**config.mk**
```make
export PLATFORM = sky130hd
export DESIGN_NAME = window_fetcher
export DESIGN_NICKNAME = d
export VERILOG_FILES = /design/src/rtl/window_fetcher.sv
export SDC_FILE = /design/constraint.sdc
export NUM_CORES = 1
export LEC_CHECK = 0
export CORE_ASPECT_RATIO = 0.75
export CORE_MARGIN = 4
export CORE_UTILIZATION = 37
export CTS_BUF_LIST = sky130_fd_sc_hd__clkbuf_2 sky130_fd_sc_hd__clkbuf_4 sky130_fd_sc_hd__clkbuf_8
export CTS_CLUSTER_DIAMETER = 80
export DETAILED_ROUTE_END_ITERATION = 7
export PLACE_DENSITY = 0.66
export SLEW_MARGIN = 20
export SYNTH_ARGS = -nofsm -noshare
export SYNTH_HDL_FRONTEND = slang
export SYNTH_SLANG_ARGS = --single-unit
```
**constraint.sdc**
```tcl
create_clock -name clk -period 9.6 [get_ports clk]
set_input_delay 1.92 -clock clk [delete_from_list [all_inputs] [get_ports clk]]
set_output_delay 1.92 -clock clk [all_outputs]
set_load 0.01 [all_outputs]
```
**src/rtl/window_fetcher.sv**
```systemverilog
// window_fetcher: sweeps a FEATURE_WIDTH x FEATURE_HEIGHT window over the image, issuing
// PARALLEL_ROWS-lane row addresses under a credit limit and tagging the returned pixels.
module window_fetcher #(
    parameter int unsigned W_DATA          = 8,
    parameter int unsigned IMG_WIDTH       = 41,
    parameter int unsigned IMG_HEIGHT      = 50,
    parameter int unsigned FEATURE_WIDTH   = 24,
    parameter int unsigned FEATURE_HEIGHT  = 24,
    parameter int unsigned PARALLEL_ROWS   = 1,
    parameter int unsigned STRIDE_X        = 1,
    parameter int unsigned STRIDE_Y        = 1,
    parameter int unsigned MAX_OUTSTANDING = 4,
    localparam int unsigned W_ADDR = $clog2(IMG_WIDTH * IMG_HEIGHT),
    localparam int unsigned W_X    = $clog2(IMG_WIDTH),
    localparam int unsigned W_Y    = $clog2(IMG_HEIGHT)
) (
    input  logic                              clk,
    input  logic                              rst,
    input  logic                              start,
    output logic                              busy,
    output logic                              done,
    output logic                              addr_valid,
    input  logic                              addr_ready,
    output logic [PARALLEL_ROWS*W_ADDR-1:0]   addr,
    input  logic                              din_valid,
    output logic                              din_ready,
    input  logic [PARALLEL_ROWS*W_DATA-1:0]   din_data,
    output logic                              dout_valid,
    input  logic                              dout_ready,
    output logic [PARALLEL_ROWS*W_DATA-1:0]   dout_data,
    output logic [1:0]                        dout_eot,
    output logic [W_X-1:0]                    dout_win_x,
    output logic [W_Y-1:0]                    dout_win_y
);

    localparam int unsigned W_CR = $clog2(MAX_OUTSTANDING + 1);

    typedef enum logic [1:0] {IDLE, RUN, DRAIN, DONE} state_t;

    typedef struct packed {
        logic [W_Y-1:0] wy;
        logic [W_X-1:0] wx;
        logic [W_Y-1:0] r;
        logic [W_X-1:0] c;
    } pos_t;

    function automatic logic last_c(input pos_t p);
        return 32'(p.c) == FEATURE_WIDTH - 1;
    endfunction

    function automatic logic last_r(input pos_t p);
        return 32'(p.r) == FEATURE_HEIGHT - PARALLEL_ROWS;
    endfunction

    function automatic logic last_wx(input pos_t p);
        return 32'(p.wx) + STRIDE_X + FEATURE_WIDTH > IMG_WIDTH;
    endfunction

    function automatic logic last_wy(input pos_t p);
        return 32'(p.wy) + STRIDE_Y + FEATURE_HEIGHT > IMG_HEIGHT;
    endfunction

    function automatic logic last_all(input pos_t p);
        return last_c(p) && last_r(p) && last_wx(p) && last_wy(p);
    endfunction

    // Column fastest, then row group, then window x, then window y.
    function automatic pos_t next_pos(input pos_t p);
        pos_t n;
        n = p;
        if (!last_c(p)) begin
            n.c = p.c + W_X'(1);
        end else begin
            n.c = '0;
            if (!last_r(p)) begin
                n.r = p.r + W_Y'(PARALLEL_ROWS);
            end else begin
                n.r = '0;
                if (!last_wx(p)) begin
                    n.wx = p.wx + W_X'(STRIDE_X);
                end else begin
                    n.wx = '0;
                    n.wy = last_wy(p) ? '0 : p.wy + W_Y'(STRIDE_Y);
                end
            end
        end
        return n;
    endfunction

    state_t                            state, state_next;
    pos_t                              a_pos, d_pos;
    logic                              a_issued_all;
    logic [W_CR-1:0]                   credit, credit_next;
    logic [PARALLEL_ROWS*W_ADDR-1:0]   next_addr;
    logic                              addr_hs, din_hs, addr_load, start_sweep;

    assign start_sweep = (state == IDLE) && start;
    assign addr_hs     = addr_valid && addr_ready;
    assign din_ready   = busy && (!dout_valid || dout_ready);
    assign din_hs      = din_valid && din_ready;
    assign credit_next = credit + W_CR'(addr_hs) - W_CR'(din_hs);

    // Gating on the post-update credit keeps addr_valid implying credit < MAX_OUTSTANDING.
    assign addr_load = (state == RUN) && !a_issued_all && (!addr_valid || addr_ready)
                       && (32'(credit_next) < MAX_OUTSTANDING);

    always_comb begin
        next_addr = '0;
        for (int unsigned k = 0; k < PARALLEL_ROWS; k++) begin
            next_addr[k*W_ADDR +: W_ADDR] = W_ADDR'((32'(a_pos.wy) + 32'(a_pos.r) + k) * IMG_WIDTH
                                                   + 32'(a_pos.wx) + 32'(a_pos.c));
        end
    end

    always_ff @(posedge clk or negedge rst) begin
        if (!rst) begin
            state <= IDLE;
        end else begin
            state <= state_next;
        end
    end

    always_comb begin
        state_next = state;
        busy       = 1'b0;
        done       = 1'b0;
        case (state)
            IDLE: begin
                if (start) state_next = RUN;
            end
            RUN: begin
                busy = 1'b1;
                if (addr_hs && a_issued_all) state_next = DRAIN;
            end
            DRAIN: begin
                busy = 1'b1;
                if (credit == '0 && !dout_valid) state_next = DONE;
            end
            DONE: begin
                done       = 1'b1;
                state_next = IDLE;
            end
            default: state_next = IDLE;
        endcase
    end

    always_ff @(posedge clk or negedge rst) begin
        if (!rst) begin
            credit <= '0;
        end else begin
            credit <= credit_next;
        end
    end

    always_ff @(posedge clk or negedge rst) begin
        if (!rst) begin
            a_pos        <= '0;
            a_issued_all <= 1'b0;
            addr_valid   <= 1'b0;
            addr         <= '0;
        end else if (start_sweep) begin
            a_pos        <= '0;
            a_issued_all <= 1'b0;
        end else if (addr_load) begin
            addr         <= next_addr;
            addr_valid   <= 1'b1;
            a_pos        <= next_pos(a_pos);
            a_issued_all <= last_all(a_pos);
        end else if (addr_hs) begin
            addr_valid   <= 1'b0;
        end
    end

    // Data-side position tracks returned beats only, so tags never depend on address timing.
    always_ff @(posedge clk or negedge rst) begin
        if (!rst) begin
            d_pos      <= '0;
            dout_valid <= 1'b0;
            dout_data  <= '0;
            dout_eot   <= '0;
            dout_win_x <= '0;
            dout_win_y <= '0;
        end else if (start_sweep) begin
            d_pos      <= '0;
        end else if (din_hs) begin
            d_pos      <= next_pos(d_pos);
            dout_valid <= 1'b1;
            dout_data  <= din_data;
            dout_eot   <= {last_c(d_pos) && last_r(d_pos), last_c(d_pos)};
            dout_win_x <= d_pos.wx;
            dout_win_y <= d_pos.wy;
        end else if (dout_ready) begin
            dout_valid <= 1'b0;
        end
    end

endmodule
```
==> results.txt <==
Initial Utilization - 37.7%
grt ovf - 0
Rel. slew slack - 47.4%
row cnt - 39
Worst path slowest cell - a2111o_1
uppermost layer routed - met4
Tcrit/Tclk final - 55.2%
FF+latch area - 2250 um2
CTS sink cnt - 90
H-tree depth - 3
Synth Warn # - 0
Via Count - 4,413
WHS Endpoint - addr[3]$_DFFE_PN0P_
Fillers - 1,424
mean post-synth cell area - 9.74 um2
global-route wire length before repair - 21,100 um
nets - 734
Longest Clk Path Bufs - 2
total core area - 15,300 um2
Hold Path Origin - addr[3]$_DFFE_PN0P_
Hold Fails Final Rpt - 0
Post-Route Skew - 0.0160 ns
FF-to-FF Start - a_pos[6]$_DFFE_PN0P_
area leader, netlist - dfrtp_1
number of diodes - 0
synthesized area - 5770 um2
# DRC - 0
top cell type's share of synthesized area - 39.1%
Crit Path Class - in -> reg
vias in the first global route - 4,339
clock buffer count from CTS - 9
WL final - 12,000 um
largest net degree at the start of global routing - 51
Syn Inst Count - 592
Startpoint Class - input port
hpwl dp - 8950 um
initial antenna violation count - 0
Buffers on Ports - 52
layout cells sized above 1 - 7.56%
DR WL/cell - 14.0 um
clock-pin slew on the worst setup and hold paths - 0.09 ns
Slew @ Worst Pin - 0.787 ns
number of synthesized flops with an enable pin - 0
crit path capture type - flop
commonest cells after routing, fill and taps aside - dfrtp_1, ha_1, nand2_1
Worst Path Max Fanout - 10
commonest non-fill, non-tap cell in the layout - dfrtp_1
buffer count from post-CTS setup fixing - 0
post-synthesis xor/xnor area fraction - 4.36%
Hold Buf Count CTS - 0
status - finished clean
largest cells by area after synthesis - dfrtp_1, ha_1, fa_1, nand2_1, mux2_2
Die Area - 17,700 um2
CTS tree - yes
gpl congestion - 0.843
Yosys cell types - 60
Static Leak - 3.19 nW
Synth Area in Adders - 18.3%
Synth-to-Final Area Change - 16.2%
post-route ant nets - 0
required time worst endpoint - 9.91 ns
post-CTS sizing - 0
setup TNS - 0 ns
Ports - 53
met3 wire len - 443 um
Seq/Total Area, Yosys - 39.1%
DIE HEIGHT - 116 um
Hold Crit Depth - 2
critical path arrival - 5.60 ns
#FFs+latches synth - 90
worst skew pair latency - 0.38 ns
maxcap violations - 0
metal2 WL - 5510 um
number of iterations in the first detailed-routing pass - 4
DRT iter0 DRCs - 255
R2R depth - 16
dominant synthesized flop cell - dfrtp_1
Final setup viols - 0
pwr dens - 217 nW/um2
Worst VDD drop - 0.000118 V
drt via density - 5.17
met1 wire length - 5880 um
Global Route Usage Sum - 14.6%
Simple-Gate Fraction of Synth Area - 15.2%
Peak Freq - 189 MHz
Reg2Reg Capture Point - addr[10]$_DFFE_PN0P_
Hold WC Path Type - reg -> reg
reg-to-reg setup timing slack - 4.95 ns
Final Critical Period - 5.29 ns
chip width - 152 um
Slew Viols, Final - 0
multiplexer share of the synthesized area - 4.58%
post-route total power - 1.45 mW
area of the multi-input gates - 3250 um2
largest family of logic cells by synthesized area - adder cells
critical-path cell list - clkdlybuf4s50_1 -> nand2b_1 -> and2_1 -> nand2_1 -> inv_2 -> ha_1 -> inv_1 -> ha_1 -> inv_1 -> fa_1 -> xor3_1 -> nor4b_4 -> nand4_1 -> a2111o_1 -> nor3_1 -> a211o_1
RSZ-0062 raised after global routing - no
area fraction in compound gates after synthesis - 14.0%
CP max stage delay - 0.52 ns
syn_nets - 683
root buf cell - clkbuf_8
ys async rst share - 100%
==> flip-flops by register name (all words and copies together), names as in the netlist <==
name / cells
dout_data: 8
a_pos: 24
dout_eot: 2
d_pos: 24
dout_valid: 1
addr_valid: 1
dout_win_x: 6
addr: 12
credit: 3
state: 2
dout_win_y: 6
a_issued_all: 1
==> per-layer routing <==
metal / global-route usage [%] / up-vias
met1: 19.9 / 2159
met2: 23.4 / 70
met4: 4.19 / 0
met5: 0 / -
li1: - / 2176
met3: 3.74 / 8
==> layout make-up <==
cell class              instances  share of cell area [%]
well taps                     205                    3.83
inverters                      56                    3.14
repair buffers                 54                    7.95
clock inverters                 6                   0.971
clock buffers                  10                    1.96
flip-flops and latches         90                    33.6
multi-input cells             432                    48.5
==> cells by family after synthesis <==
kind of cell,after synthesis
compound gates,128
xor+xnor,27
fa+ha+maj,77
buf+inv,70
flops,90
mux,24
simple gates,176
==> Yosys cell counts (3+ instances only) <==
cell type	instances
a21boi_0	3
nor3_1	11
a31oi_1	4
o22ai_1	3
and3_1	6
nor2_1	36
nor2b_1	7
clkbuf_1	12
nand2_1	61
a21oi_1	30
inv_1	55
o31ai_1	4
nand3_1	20
dfrtp_1	90
o21ai_0	42
xnor2_1	10
a41oi_1	3
and2_1	3
nor3b_1	3
xor2_1	16
o21a_1	3
a21o_1	7
fa_1	12
o21bai_1	5
nand4_1	5
nand2b_1	6
ha_1	65
or3_1	5
mux2i_1	5
mux2_2	19
a211oi_1	3
==> power breakdown <==
part / internal [mW] / switching [mW]
registers: 0.476 / 0.0899
logic: 0.293 / 0.324
clock network: 0.124 / 0.145
==> through the flow <==
stage          cells  setup WS [ns]  area [um2]  hold slack, ns  utilization (%)
2_1_floorplan    592           4.70        5770           0.470                -
3_3_place_gp     837           4.04        6500           0.460             42.6
3_5_place_dp     837           3.93        6500           0.474             42.6
4_1_cts          853           4.32        6700           0.496             43.9
5_1_grt          853           4.01        6700           0.522             43.9
6_report         853           4.31        6700           0.484             43.9
==> worst max-delay path: cells and delay by family <==
kind / cells / cell delay (ns)
AND/OR/NAND/NOR: 6 / 1.35
buffers and inverters: 4 / 0.63
XOR/XNOR: 1 / 0.25
AO/OA/AOI/OAI: 2 / 0.65
adder cells (fa/ha/maj): 3 / 0.79
==> worst max path at each step <==
stage	slack (ns)	start	depth (start not counted)	end
2_1_floorplan	4.70	dout_ready	16	a_pos[20]$_DFFE_PN0P_
3_3_place_gp	4.04	dout_ready	16	a_pos[20]$_DFFE_PN0P_
3_5_place_dp	3.93	dout_ready	16	a_pos[22]$_DFFE_PN0P_
4_1_cts	4.32	dout_ready	16	a_pos[22]$_DFFE_PN0P_
5_1_grt	4.01	dout_ready	16	a_pos[22]$_DFFE_PN0P_
6_report	4.31	dout_ready	16	a_pos[22]$_DFFE_PN0P_
(Power assumes the default switching activity.)
==> edit: new RTL, same flow settings <==
`IMG_HEIGHT`: 50 -> 25.
--- a/src/rtl/window_fetcher.sv
+++ b/src/rtl/window_fetcher.sv
@@ -5,3 +5,3 @@
     parameter int unsigned IMG_WIDTH       = 41,
-    parameter int unsigned IMG_HEIGHT      = 50,
+    parameter int unsigned IMG_HEIGHT      = 25,
     parameter int unsigned FEATURE_WIDTH   = 24,
Interface: changed (resized addr and dout_win_y); port bits go from 53 to 51. No check against the original RTL was run, so the function may have changed too.
==> edit against the original RTL <==
Core utilization is 0.49 points higher; sequential cell count down 6; synthesized area fell by 9.2%; via count decreased by 11%; power grew 13%; setup slack got worse by 0.25 ns; final area decreased by 8.7%; clock skew shrank 0.0099 ns; largest cell class unchanged; wire length decreased by 5.0%.
==> edit: results (changes against the original RTL) <==
Setup path
  – Setup slack, reg-to-reg: 4.43 ns (-0.52 ns)
  – Worst r2r path cells: 15 (-1)
  – Crit-path leading delay family: compound AO/OA/AOI/OAI gates
  – CP Max Fanout: 15 (+5)
  – Max incr delay on CP: 0.63 ns (+0.11 ns)
  – Slowest CP cell: o31ai_4

Place
  – Port Buffers: 50 (-3.8%)
  – Dpl hpwl: 8.472 mm (-5.4%)
  – Gpl congestion: 0.8338 (-1.1%)
  – Area after DPL: 0.005912 mm2 (-9.1%)

Power
  – Logic pwr share: 0.504 (+0.079)
  – Sequential share of power: 0.332 (-0.058)
  – Static Leak: 0.002947 uW (-7.5%)
  – P_int: 970.6 uW (+8.8%)

Yosys
  – Most frequent cells after synthesis: 84 x dfrtp_1, 60 x ha_1, 52 x nand2_1, 46 x inv_1, 29 x o21ai_0
  – Sequential fraction of the synthesis area: 0.4016 (+0.01100)
  – Distinct cells, synth: 65 (+8.3%)
  – Synthesized net count: 595 (-13%)

Drt
  – Vias/cell: 5.309 (+2.6%)
  – Routed Wire Length: 11.35 mm (-5.0%)
  – Drt initial violations: 258 (+1.2%)

GRT
  – GR Util All Layers: 0.1474 (+0.001235)
  – Largest net degree at the start of global routing: 62 (+22%)

STA
  – Clock Skew: 0.006170 ns (-0.009866 ns)
  – Relative slew margins: 0.3371 (-0.1367)

Cells and area
  – Nets@finish: 647 (-12%)
  – Biggest regs: a_pos (22), d_pos (22), addr (11)
  – Layout cells sized above 1: 0.08466 (+0.009039)
  – Fillcell total: 1,291 (-9.3%)

Run status
  – Outcome: finished clean

Worst hold path
  – Worst min-delay path startpoint: dout_eot[0]
==> edit: cells by family (layout without fill, tap and decap cells) <==
logic type | Yosys count | count (layout) | synth area share
buf+inv | 59 | 116 | 0.04542
flops | 84 | 84 | 0.4016
xor+xnor | 17 | 17 | 0.03419
simple gates | 148 | 148 | 0.1461
fa+ha+maj | 71 | 71 | 0.1855
compound gates | 109 | 109 | 0.1410
mux | 22 | 22 | 0.04614
==> edit: layout make-up <==
class                   instances  area [um2]  share of cell area
multi-input cells             367        2897              0.4732
flip-flops and latches         84        2102              0.3434
repair buffers                 53       520.5             0.08504
well taps                     175       219.0             0.03577
inverters                      47       176.4             0.02882
clock buffers                  13       160.2             0.02617
clock inverters                 3       46.29            0.007563
==> edit: layer usage <==
layer,part of all wire,global-route usage,routed length [um],vias to the layer above
met3,0.047,0.04005,534,8
met1,0.48,0.2019,5466,1937
met2,0.46,0.2299,5248,75
li1,-,-,-,1919
met4,0.0087,0.04175,99,0
met5,0,0,0,-
==> edit: worst max path at each step <==
stage | cells past startpoint | endpoint
2_1_floorplan | 13 | a_pos[14]
3_3_place_gp | 13 | a_pos[15]
3_5_place_dp | 13 | a_pos[15]
4_1_cts | 13 | a_pos[14]
5_1_grt | 13 | a_pos[13]
6_report | 13 | a_pos[14]
==> edit: metrics by stage <==
stage | cells | hold slack, ns | total power (uW)
2_1_floorplan | 510 | 0.4670 | 1096
3_3_place_gp | 726 | 0.4653 | 1340
3_5_place_dp | 726 | 0.4718 | 1386
4_1_cts | 742 | 0.4922 | 1660
5_1_grt | 742 | 0.5111 | 1789
6_report | 742 | 0.4819 | 1634
